==> src/rtl/pipeline_ctrl.sv <==
// pipeline_ctrl -- hazard and sequencing controller for a 5-stage pipeline.
//
// After reset, every stage reset is held for INIT_CYCLES cycles. The block then
// produces per-stage reset/enable strobes for the following cases:
//   - load-use/RAW stalls
//   - branch flushes (3-cycle penalty, no delay slot)
//   - memory wait freezes
// It also produces the operand forwarding selects.
//
// Optional feature macro: FWD_EN
//   defined   : EXE/MEM results are forwarded; only load-use hazards stall.
//               A store whose rt depends on a load in EXE does not stall:
//               fwd_m tells the datapath to take the store data from the WB write.
//   undefined : no forwarding. Every EXE/MEM match stalls. Selects and fwd_m stay 0.
//
// Ports
//   clk, rst                          clock, synchronous active-high reset
//   inst_data_id[31:0]                ID instruction (rs=[25:21], rt=[20:16])
//   rs_used_id, rt_used_id            ID source register usage flags
//   is_store_id                       ID instruction is a store
//   regw_addr_exe/mem[4:0]            destination register in EXE / MEM
//   wb_wen_exe/mem                    write enable in EXE / MEM
//   wb_data_src_exe/mem               1 = load result in EXE / MEM
//   is_branch_mem                     taken jump/branch resolved in MEM
//   mem_req, mem_ack                  MEM access request / completion
//   {if,id,exe,mem,wb}_{rst,en}       per-stage reset and enable
//   exe_fwd_a_ctrl, exe_fwd_b_ctrl    rs/rt forward select (0 NO, 1 ALU_EXE, 2 ALU_MEM, 3 MEM)
//   fwd_m                             store data comes from the WB write two cycles later
//   stall_cnt, flush_cnt[15:0]        saturating stall-cycle and flush counters
//
// state  | meaning
// INIT   | stage resets held while the init counter runs
// RUN    | normal issue; flush / stall / forwarding decided combinationally
// MWAIT  | memory access outstanding, whole pipeline frozen until mem_ack

module pipeline_ctrl #(
  parameter int unsigned INIT_CYCLES = 4
) (
  input  logic        clk,
  input  logic        rst,
  input  logic [31:0] inst_data_id,
  input  logic        rs_used_id,
  input  logic        rt_used_id,
  input  logic        is_store_id,
  input  logic [4:0]  regw_addr_exe,
  input  logic [4:0]  regw_addr_mem,
  input  logic        wb_wen_exe,
  input  logic        wb_wen_mem,
  input  logic        wb_data_src_exe,
  input  logic        wb_data_src_mem,
  input  logic        is_branch_mem,
  input  logic        mem_req,
  input  logic        mem_ack,
  output logic        if_rst,
  output logic        if_en,
  output logic        id_rst,
  output logic        id_en,
  output logic        exe_rst,
  output logic        exe_en,
  output logic        mem_rst,
  output logic        mem_en,
  output logic        wb_rst,
  output logic        wb_en,
  output logic [1:0]  exe_fwd_a_ctrl,
  output logic [1:0]  exe_fwd_b_ctrl,
  output logic        fwd_m,
  output logic [15:0] stall_cnt,
  output logic [15:0] flush_cnt
);

  localparam logic [1:0] FWD_NO      = 2'd0;
  localparam logic [1:0] FWD_ALU_EXE = 2'd1;
  localparam logic [1:0] FWD_ALU_MEM = 2'd2;
  localparam logic [1:0] FWD_MEM     = 2'd3;
  localparam logic [3:0] INIT_LAST   = 4'(INIT_CYCLES - 1);
  localparam logic [15:0] CNT_MAX    = 16'hFFFF;

  typedef enum logic [1:0] {S_INIT, S_RUN, S_MWAIT} state_t;

  state_t      state_q, state_d;
  logic [3:0]  init_cnt_q, init_cnt_d;
  logic [15:0] stall_cnt_q, stall_cnt_d;
  logic [15:0] flush_cnt_q, flush_cnt_d;

  logic [4:0]  rs_id, rt_id;
  logic        match_exe_rs, match_exe_rt, match_mem_rs, match_mem_rt;
  logic        hazard;
  logic        store_fwd;
  logic [1:0]  fwd_a_raw, fwd_b_raw;
  logic        wait_mem;
  logic        issue;
  logic        flush_now, stall_now;

  assign rs_id = inst_data_id[25:21];
  assign rt_id = inst_data_id[20:16];

  // Register 0 is hard-wired, so it never creates a dependency.
  assign match_exe_rs = rs_used_id && (rs_id != 5'd0) && wb_wen_exe && (regw_addr_exe == rs_id);
  assign match_exe_rt = rt_used_id && (rt_id != 5'd0) && wb_wen_exe && (regw_addr_exe == rt_id);
  assign match_mem_rs = rs_used_id && (rs_id != 5'd0) && wb_wen_mem && (regw_addr_mem == rs_id);
  assign match_mem_rt = rt_used_id && (rt_id != 5'd0) && wb_wen_mem && (regw_addr_mem == rt_id);

  logic unused_inst;
  assign unused_inst = ^{inst_data_id[31:26], inst_data_id[15:0]};

`ifdef FWD_EN
  logic lu_rs, lu_rt;
  assign lu_rs     = match_exe_rs && wb_data_src_exe;
  assign lu_rt     = match_exe_rt && wb_data_src_exe;
  // A store only needs rt as write data, which can be picked up from WB later.
  assign store_fwd = is_store_id && lu_rt && !lu_rs;
  assign hazard    = lu_rs || (lu_rt && !is_store_id);

  always_comb begin
    fwd_a_raw = FWD_NO;
    if (match_exe_rs) begin
      fwd_a_raw = wb_data_src_exe ? FWD_NO : FWD_ALU_EXE;
    end else if (match_mem_rs) begin
      fwd_a_raw = wb_data_src_mem ? FWD_MEM : FWD_ALU_MEM;
    end
  end

  always_comb begin
    fwd_b_raw = FWD_NO;
    if (match_exe_rt) begin
      fwd_b_raw = wb_data_src_exe ? FWD_NO : FWD_ALU_EXE;
    end else if (match_mem_rt) begin
      fwd_b_raw = wb_data_src_mem ? FWD_MEM : FWD_ALU_MEM;
    end
  end
`else
  logic unused_cfg;
  assign unused_cfg = ^{wb_data_src_exe, wb_data_src_mem, is_store_id};
  assign store_fwd  = 1'b0;
  assign hazard     = match_exe_rs || match_exe_rt || match_mem_rs || match_mem_rt;
  assign fwd_a_raw  = FWD_NO;
  assign fwd_b_raw  = FWD_NO;
`endif

  // The freeze begins in the same cycle as the unacknowledged request. It ends
  // in the cycle that mem_ack arrives, and that cycle follows normal RUN rules.
  assign wait_mem = ((state_q == S_RUN) && mem_req && !mem_ack) ||
                    ((state_q == S_MWAIT) && !mem_ack);
  assign issue     = ((state_q == S_RUN) || (state_q == S_MWAIT)) && !wait_mem;
  assign flush_now = issue && is_branch_mem;
  assign stall_now = issue && !is_branch_mem && hazard;

  always_ff @(posedge clk) begin
    if (rst) begin
      state_q     <= S_INIT;
      init_cnt_q  <= 4'd0;
      stall_cnt_q <= 16'd0;
      flush_cnt_q <= 16'd0;
    end else begin
      state_q     <= state_d;
      init_cnt_q  <= init_cnt_d;
      stall_cnt_q <= stall_cnt_d;
      flush_cnt_q <= flush_cnt_d;
    end
  end

  always_comb begin
    state_d    = state_q;
    init_cnt_d = init_cnt_q;
    case (state_q)
      S_INIT: begin
        if (init_cnt_q == INIT_LAST) begin
          state_d = S_RUN;
        end else begin
          init_cnt_d = init_cnt_q + 4'd1;
        end
      end
      S_RUN, S_MWAIT: state_d = wait_mem ? S_MWAIT : S_RUN;
      default:        state_d = S_INIT;
    endcase

    stall_cnt_d = (stall_now && (stall_cnt_q != CNT_MAX)) ? stall_cnt_q + 16'd1 : stall_cnt_q;
    flush_cnt_d = (flush_now && (flush_cnt_q != CNT_MAX)) ? flush_cnt_q + 16'd1 : flush_cnt_q;
  end

  always_comb begin
    if_rst         = 1'b0;
    if_en          = 1'b0;
    id_rst         = 1'b0;
    id_en          = 1'b0;
    exe_rst        = 1'b0;
    exe_en         = 1'b0;
    mem_rst        = 1'b0;
    mem_en         = 1'b0;
    wb_rst         = 1'b0;
    wb_en          = 1'b0;
    exe_fwd_a_ctrl = FWD_NO;
    exe_fwd_b_ctrl = FWD_NO;
    fwd_m          = 1'b0;
    if (!((state_q == S_RUN) || (state_q == S_MWAIT))) begin
      if_rst  = 1'b1;
      id_rst  = 1'b1;
      exe_rst = 1'b1;
      mem_rst = 1'b1;
      wb_rst  = 1'b1;
    end else if (wait_mem) begin
      // everything frozen: no enables, no resets
    end else if (is_branch_mem) begin
      // IF fetches the target while the three wrong-path stages are squashed.
      if_en   = 1'b1;
      id_rst  = 1'b1;
      id_en   = 1'b1;
      exe_rst = 1'b1;
      exe_en  = 1'b1;
      mem_rst = 1'b1;
      mem_en  = 1'b1;
      wb_en   = 1'b1;
    end else if (hazard) begin
      // IF/ID hold; a bubble goes into EXE while older instructions drain.
      exe_rst = 1'b1;
      exe_en  = 1'b1;
      mem_en  = 1'b1;
      wb_en   = 1'b1;
    end else begin
      if_en          = 1'b1;
      id_en          = 1'b1;
      exe_en         = 1'b1;
      mem_en         = 1'b1;
      wb_en          = 1'b1;
      exe_fwd_a_ctrl = fwd_a_raw;
      exe_fwd_b_ctrl = fwd_b_raw;
      fwd_m          = store_fwd;
    end
  end

  assign stall_cnt = stall_cnt_q;
  assign flush_cnt = flush_cnt_q;

endmodule

==> config.mk <==
export PLATFORM = sky130hd
export DESIGN_NAME = pipeline_ctrl
export DESIGN_NICKNAME = d
export VERILOG_FILES = /design/src/rtl/pipeline_ctrl.sv
export SDC_FILE = /design/constraint.sdc
export NUM_CORES = 1
export LEC_CHECK = 0
export CELL_PAD_IN_SITES_DETAIL_PLACEMENT = 1
export CELL_PAD_IN_SITES_GLOBAL_PLACEMENT = 1
export CORE_UTILIZATION = 30
export CTS_BUF_LIST = sky130_fd_sc_hd__clkbuf_2 sky130_fd_sc_hd__clkbuf_4 sky130_fd_sc_hd__clkbuf_8
export CTS_CLUSTER_DIAMETER = 50
export CTS_CLUSTER_SIZE = 14
export DETAILED_ROUTE_END_ITERATION = 12
export HOLD_SLACK_MARGIN = 0.05
export PLACE_DENSITY = 0.85
export SLEW_MARGIN = 0
export SYNTH_ARGS = -nofsm -noshare
export SYNTH_HDL_FRONTEND = slang
export SYNTH_SLANG_ARGS = --single-unit
==> constraint.sdc <==
create_clock -name clk -period 3.4 [get_ports clk]
set_clock_uncertainty 0.2 [all_clocks]
set_input_delay 0.85 -clock clk [delete_from_list [all_inputs] [get_ports clk]]
set_output_delay 0.85 -clock clk [all_outputs]
set_load 0.05 [all_outputs]
==> summary.md, run 1 <==
| Metric | Value |
|---|---|
| Reg area | 761 um^2 |
| Max Cap Viol | 0 |
| CTS Buf Count | 5 |
| Area of the die | about 0.0078 mm^2 |
| Ranking of synthesized cells by area | dfxtp_1 (34%), xor2_1 (7.5%), xnor2_1 (6.3%), nor2_1 (4.9%), or4_1 (4.4%) |
| Initial antenna violation count | 0 |
| Hold wc startpoint | stall_cnt[4] |
| Fin nets | 419 |
| Post-Synthesis Cells | 271 |
| Min Tclk post-route | 3550 ps |
| Setup WS pre-CTS | -553 ps |
| R2R Path End | stall_cnt[2] |
| Setup-failing EPs final | 3 |
| Reg2reg setup slack | 590 ps |
| Power Total | between 1 and 1.5 mW |
| Final GP Congestion | 0.828 |
| Setup crit start kind | input port |
| Most frequent cell after synthesis | dfxtp_1 |
| Worst-Skew Late Latency | 290 ps |
| Syn Area/Cell | 8.23 um^2 |
| Routed Antenna Nets | 0 |
| #FFs+latches synth | 38 |
| RR Startpoint | stall_cnt[8] |
| Largest net degree at the start of global routing | 41 |
| Via/cell ratio | 5.05 |
| IO Count | roughly 100 |
| Design Area, Final | 0.00359 mm^2 |
| Footprint of the multi-input gates | 0.00154 mm^2 |
| Req. time, crit path | approximately 2400 ps |
| Initial DRT Pass Iterations | 4 |
| Via count | 2,313 |
| Cell area after placement | 0.00320 mm^2 |
| Distinct cell type count after synthesis | 42 |
| Layout cells sized above 1 | 0.270 |
| Initial core utilization | 0.309 |
| Reg clk slew, reported paths | 80 ps |
| Min-Delay Endpoint | stall_cnt[4] |
| FMAX | 282 MHz |
| Setup CP Type | in -> out |
| Fillers | approximately 860 |
| Sequential area share after synthesis | 0.341 |
| P_leak | 1.34 nW |
| Die height | roughly 90 um |
| DR iter-0 viols | 37 |
| FFs w/ async S/R, synth | 0 |
| Core area | 0.00721 mm^2 |
| Worst slew pin tran | 939 ps |
| Worst relative slew slack | 0.368 |
| Wirelength per Cell | 16.1 um |
| Buffers on Ports | 70 |
| CP Max Fanout | 3 |
| First-pass GRT wire length | 11,900 um |
| # diodes | 0 |
| CTS tree | built |
| GR Util All Layers | 0.198 |
| Final std cells w/o fill | 458 |
| Hold Path Class | reg -> reg |
| Number of global-route vias before repair | 2,503 |
| Die Wd | 88.2 um |
| Worst Hold Depth | 2 |
| DPL Wire Length | between 5000 and 6000 um |
| Commonest cells post-synth | dfxtp_1 (38), nor2_1 (29), nand3_1 (19), xor2_1 (19), a21oi_1 (17) |
| Primary FF master, synth | dfxtp_1 |
| Number of synthesized flops with an enable pin | 0 |
| Site Rows | 31 |
| RSZ-0062 raised after global routing | yes |
| Mapped cell area | approximately 0.0022 mm^2 |
| Max Slew Vio Count | 0 |
| Syn. warnings | 0 |
| Worst Path Arrival | 2500 ps |
| Layout area overhead | 60.9% |
| H-tree levels | 2 |
| Critical Path End Type | output pin |
| Cell Pwr Density | 404 mW/mm^2 |
| Hold_buf cts | 0 |
| Clk sinks | 38 |
| DR DRC count | 0 |
| Failing checks | negative setup slack |
| Top cell type's share of synthesized area | 0.341 |
| Placed Cells | 443 |
| Congestion Overflow GR | 0 |
| Reg2reg path depth | 5 |
| Final Hold Fails | 0 |
| Final WL | around 7400 um |
| Root Driver | clkbuf_8 |
| Worst setup slack after layout | -145 ps |
| Max VDD drop | 0.296 mV |
| Status | finished with violations |
| Cell accounting for the most synthesized area | dfxtp_1 |
| Clk buf depth | 2 |
| Final period utilization | 1.04 |
registers in the layout (all words and copies together), names as in the netlist:
signal	cells
state_q	2
flush_cnt	16
stall_cnt	16
init_cnt_q	4
layout make-up:
cell class | count | share of cell area
clock buffers | 6 | 0.0230
clock inverters | 2 | 0.0167
inverters | 7 | 0.00732
multi-input cells | 210 | 0.430
flip-flops and latches | 38 | 0.212
well taps | 99 | 0.0345
repair buffers | 96 | 0.276
timing repair:
action | CTS | global route
gates cloned | 2 | 0
endpoints found under the hold margin | 0 | 0
endpoints found under the setup margin | 11 | 16
pin swaps | 34 | 28
buffers inserted | 4 | 3
resized for setup | 91 | 25
worst max path at each step:
stage / start / end / slack, ps / depth (start not counted)
2_1_floorplan: inst_data_id[22] / if_en / -160 / 7
3_3_place_gp: inst_data_id[22] / if_en / -510 / 8
3_5_place_dp: inst_data_id[17] / if_en / -550 / 8
4_1_cts: inst_data_id[18] / if_en / -190 / 8
5_1_grt: inst_data_id[24] / if_en / -180 / 8
6_report: inst_data_id[24] / if_en / -150 / 8
routing by layer:
layer | wire length [um] | up-vias | GRT usage
li1 | - | 1125 | -
met1 | 3020 | 1134 | 0.216
met2 | 4070 | 41 | 0.393
met3 | 182 | 13 | 0.0308
met4 | 120 | 0 | 0.0499
met5 | 0 | - | 0
logic make-up (layout without fill, tap and decap cells):
group	Yosys count	count (layout)	share of synthesized area
flops	38	38	0.341
mux	5	5	0.0236
other cells	1	5	0.00168
simple gates	114	114	0.269
fa+ha+maj	7	7	0.0393
compound gates	44	44	0.124
xor+xnor	35	35	0.137
buf+inv	27	111	0.0634
layout by cell type (no fill, tap or decap), types with 8 or more instances in the layout:
cell / netlist / routed
a21oi_1: 17 / 13
buf_12: 0 / 9
buf_2: 2 / 8
buf_4: 10 / 21
clkdlybuf4s50_1: 0 / 40
dfxtp_1: 38 / 38
nand2_1: 15 / 15
nand3_1: 19 / 18
nor2_1: 29 / 29
o21ai_0: 8 / 8
or3_1: 9 / 8
or4_4: 0 / 9
xnor2_1: 16 / 8
xnor2_2: 0 / 8
xor2_1: 19 / 19
per-stage QoR:
step / TNS, ps / util / hold slack, ps
3_3_place_gp: -4600 / 0.444 / 273
6_report: -427 / 0.497 / 308
4_1_cts: -547 / 0.488 / 315
2_1_floorplan: -160 / - / 280
5_1_grt: -526 / 0.497 / 335
3_5_place_dp: -5900 / 0.444 / 302
critical path, stage by stage:
cell      delay [ps]
buf_8            100
or4_4            550
o21ai_4          150
or4_4            150
a21boi_2          60
or2_4            250
a21boi_4         210
buf_12           170
power by group:
part | switching (mW) | internal [mW] | total (mW) | leakage, nW
registers | 0.0196 | 0.464 | 0.483 | 0.307
logic | 0.274 | 0.209 | 0.483 | 0.966
clock network | 0.169 | 0.313 | 0.482 | 0.0714
Power figures use the tool's default switching activity.
==> inputs of run 2 (changes only) <==
--- a/config.mk
+++ b/config.mk
@@ -5,8 +5,10 @@
 export SDC_FILE = /design/constraint.sdc
 export NUM_CORES = 1
 export LEC_CHECK = 0
+export ABC_CLOCK_PERIOD_IN_PS = 3400
 export CELL_PAD_IN_SITES_DETAIL_PLACEMENT = 1
 export CELL_PAD_IN_SITES_GLOBAL_PLACEMENT = 1
+export CORE_MARGIN = 4
 export CORE_UTILIZATION = 30
 export CTS_BUF_LIST = sky130_fd_sc_hd__clkbuf_2 sky130_fd_sc_hd__clkbuf_4 sky130_fd_sc_hd__clkbuf_8
 export CTS_CLUSTER_DIAMETER = 50
==> run 2 against run 1 <==
Against the previous run:
- global-route usage fell by 3.0 points
- highest routed layer unchanged
- count of clock-buffer cells in the layout did not move
- critical path type unchanged
- the flow still finishes with violations (negative setup slack)
- critical endpoint unchanged
- largest power group is now combinational cells
- critical path depth is the same
- wire length grew 4.6%
- core utilization is 1.7 points higher
==> summary.md, run 2 (synthesized netlist as in run 1, its figures left out) <==
| Metric | Value |
|---|---|
| Die height | 94.2 um (was 88.2 um) |
| DR DRC count | 0 (unchanged) |
| Root Driver | clkbuf_8 (unchanged) |
| Footprint of the multi-input gates | 0.00160 mm^2 (was 0.00154 mm^2) |
| Commonest non-fill, non-tap cell in the layout | clkdlybuf4s50_1 (unchanged) |
| CTS tree | built (unchanged) |
| Power Total | 1.47 mW (was 1.45 mW) |
| CP Max Fanout | 3 (unchanged) |
| Routed Antenna Nets | 0 (unchanged) |
| RR Startpoint | stall_cnt[6] (was stall_cnt[8]) |
| Req. time, crit path | 2350 ps (about the same) |
| Reg2reg path depth | 5 (unchanged) |
| Congestion Overflow GR | 0 (unchanged) |
| Largest net degree at the start of global routing | 41 (unchanged) |
| Worst relative slew slack | 0.316 (was 0.368) |
| Setup CP Type | in -> out (unchanged) |
| Initial core utilization | 0.307 (was 0.309) |
| Clk buf depth | 2 (unchanged) |
| Hold Path Class | reg -> reg (unchanged) |
| Reg2reg setup slack | 570 ps (was 590 ps) |
| Area of the die | 0.00888 mm^2 (was 0.00778 mm^2) |
| FMAX | 277 MHz (was 282 MHz) |
| Reg clk slew, reported paths | 80 ps (about the same) |
| # diodes | 0 (unchanged) |
| Min Tclk post-route | 3610 ps (was 3550 ps) |
| Via/cell ratio | 5.08 (was 5.05) |
| Fin util | 0.515 (was 0.497) |
| Most frequent cells in the layout | clkdlybuf4s50_1 (40), dfxtp_1 (38), nor2_1 (29), buf_4 (23), xor2_1 (19) (was clkdlybuf4s50_1 (40), dfxtp_1 (38), nor2_1 (29), buf_4 (21), xor2_1 (19)) |
| CTS Buf Count | 5 (unchanged) |
| Worst slew pin tran | 1020 ps (was 939 ps) |
| Die Wd | 94.2 um (was 88.2 um) |
| Reg area | 761 um^2 (unchanged) |
| Final WL | 7740 um (was 7400 um) |
| Cell Pwr Density | 394 mW/mm^2 (was 404 mW/mm^2) |
| First-pass GRT wire length | 11,900 um (about the same) |
| Final period utilization | 1.06 (was 1.04) |
| Site Rows | 31 (unchanged) |
| GR Util All Layers | 0.168 (was 0.198) |
| Fin nets | 425 (was 419) |
| Worst-Skew Late Latency | 290 ps (about the same) |
| Setup crit start kind | input port (unchanged) |
| Layout area overhead | 67.4% (was 60.9%) |
| Buffers on Ports | 70 (unchanged) |
| H-tree levels | 2 (unchanged) |
| Initial DRT Pass Iterations | 4 (unchanged) |
| Max Cap Viol | 0 (unchanged) |
| Worst setup slack after layout | -212 ps (was -145 ps) |
| Layout cells sized above 1 | 0.310 (was 0.270) |
| Via count | 2,357 (was 2,313) |
| DPL Wire Length | 5320 um (was 5040 um) |
| Core area | 0.00725 mm^2 (was 0.00721 mm^2) |
| P_leak | 1.40 nW (was 1.34 nW) |
| Failing checks | negative setup slack (unchanged) |
| Setup WS pre-CTS | -581 ps (was -553 ps) |
| Initial antenna violation count | 0 (unchanged) |
| IO Count | 101 (unchanged) |
| Min-Delay Endpoint | stall_cnt[15] (was stall_cnt[4]) |
| Max VDD drop | 0.328 mV (was 0.296 mV) |
| Hold wc startpoint | stall_cnt[15] (was stall_cnt[4]) |
| Critical Path End Type | output pin (unchanged) |
| Number of global-route vias before repair | 2,474 (was 2,503) |
| Wirelength per Cell | 16.7 um (was 16.1 um) |
| Hold_buf cts | 0 (unchanged) |
| Status | finished with violations (unchanged) |
| RSZ-0062 raised after global routing | yes (unchanged) |
| Worst Hold Depth | 2 (unchanged) |
| DR iter-0 viols | 25 (was 37) |
| Worst Path Arrival | 2560 ps (was 2500 ps) |
| Clk sinks | 38 (unchanged) |
| Max Slew Vio Count | 0 (unchanged) |
| R2R Path End | stall_cnt[2] (unchanged) |
| Fillers | 848 (was 859) |
| Final GP Congestion | 0.813 (was 0.828) |
| Setup-failing EPs final | 17 (was 3) |
| Final Hold Fails | 0 (unchanged) |
run 2: how the worst max path moves through the flow:
stage / from / endpoint
2_1_floorplan: inst_data_id[22] / if_en
3_3_place_gp: inst_data_id[22] / if_en
3_5_place_dp: inst_data_id[22] / if_en
4_1_cts: inst_data_id[17] / if_en
5_1_grt: inst_data_id[25] / if_en
6_report: inst_data_id[25] / if_en
run 2: worst max-delay path: stages:
cell      delay [ps]
buf_8            100
or4_4            560
o21ai_4          160
or4_4            160
a21boi_4          60
or2_4            260
a21boi_4         230
buf_12           180
run 2: area by class of cell:
class | count | area share
Multi-Input combinational cell | 210 | 0.427
Timing Repair Buffer | 102 | 0.290
Sequential cell | 38 | 0.204
Tap cell | 99 | 0.0332
Clock buffer | 6 | 0.0221
Clock inverter | 2 | 0.0161
Inverter | 7 | 0.00704
run 2: stage by stage:
stage | hold WS [ps] | std cells | setup TNS (ps) | cell area, um^2
after detailed placement | 302 | 444 | -6170 | 3240
after global routing | 357 | 464 | -3470 | 3730
after global placement | 277 | 444 | -4910 | 3240
after floorplan | 280 | 275 | -160 | 2260
final | 318 | 464 | -2030 | 3730
after CTS | 312 | 461 | -510 | 3530
run 2: power by group:
| part | switching [mW] | internal, mW |
|---|---|---|
| clock network | 0.171 | 0.313 |
| logic | 0.277 | 0.226 |
| registers | 0.0195 | 0.464 |
| total | 0.468 | 1.00 |
run 2: metal layers:
metal / part of all wire / routed length [um] / GRT usage / vias up
met5: 0 / 0 / 0 / -
met4: 0.028 / 215 / 0.0698 / 0
met2: 0.56 / 4310 / 0.322 / 59
li1: - / - / - / 1143
met3: 0.033 / 259 / 0.0313 / 16
met1: 0.38 / 2950 / 0.178 / 1139
run 2: repair_timing:
action / 4_1_cts / 5_1_grt
gates resized for setup: 93 / 40
hold endpoints to repair: 0 / 0
endpoints found under the setup margin: 12 / 18
setup buffers: 9 / 1
cloned: 0 / 2
pin swaps: 24 / 23
==> inputs of run 3 (changes only) <==
--- a/config.mk
+++ b/config.mk
@@ -11,7 +11,7 @@
 export CORE_MARGIN = 4
 export CORE_UTILIZATION = 30
 export CTS_BUF_LIST = sky130_fd_sc_hd__clkbuf_2 sky130_fd_sc_hd__clkbuf_4 sky130_fd_sc_hd__clkbuf_8
-export CTS_CLUSTER_DIAMETER = 50
+export CTS_CLUSTER_DIAMETER = 200
 export CTS_CLUSTER_SIZE = 14
 export DETAILED_ROUTE_END_ITERATION = 12
 export HOLD_SLACK_MARGIN = 0.05
==> results of run 3 <==
No change in the layout: final DEF, timing and power equal those of run 2.
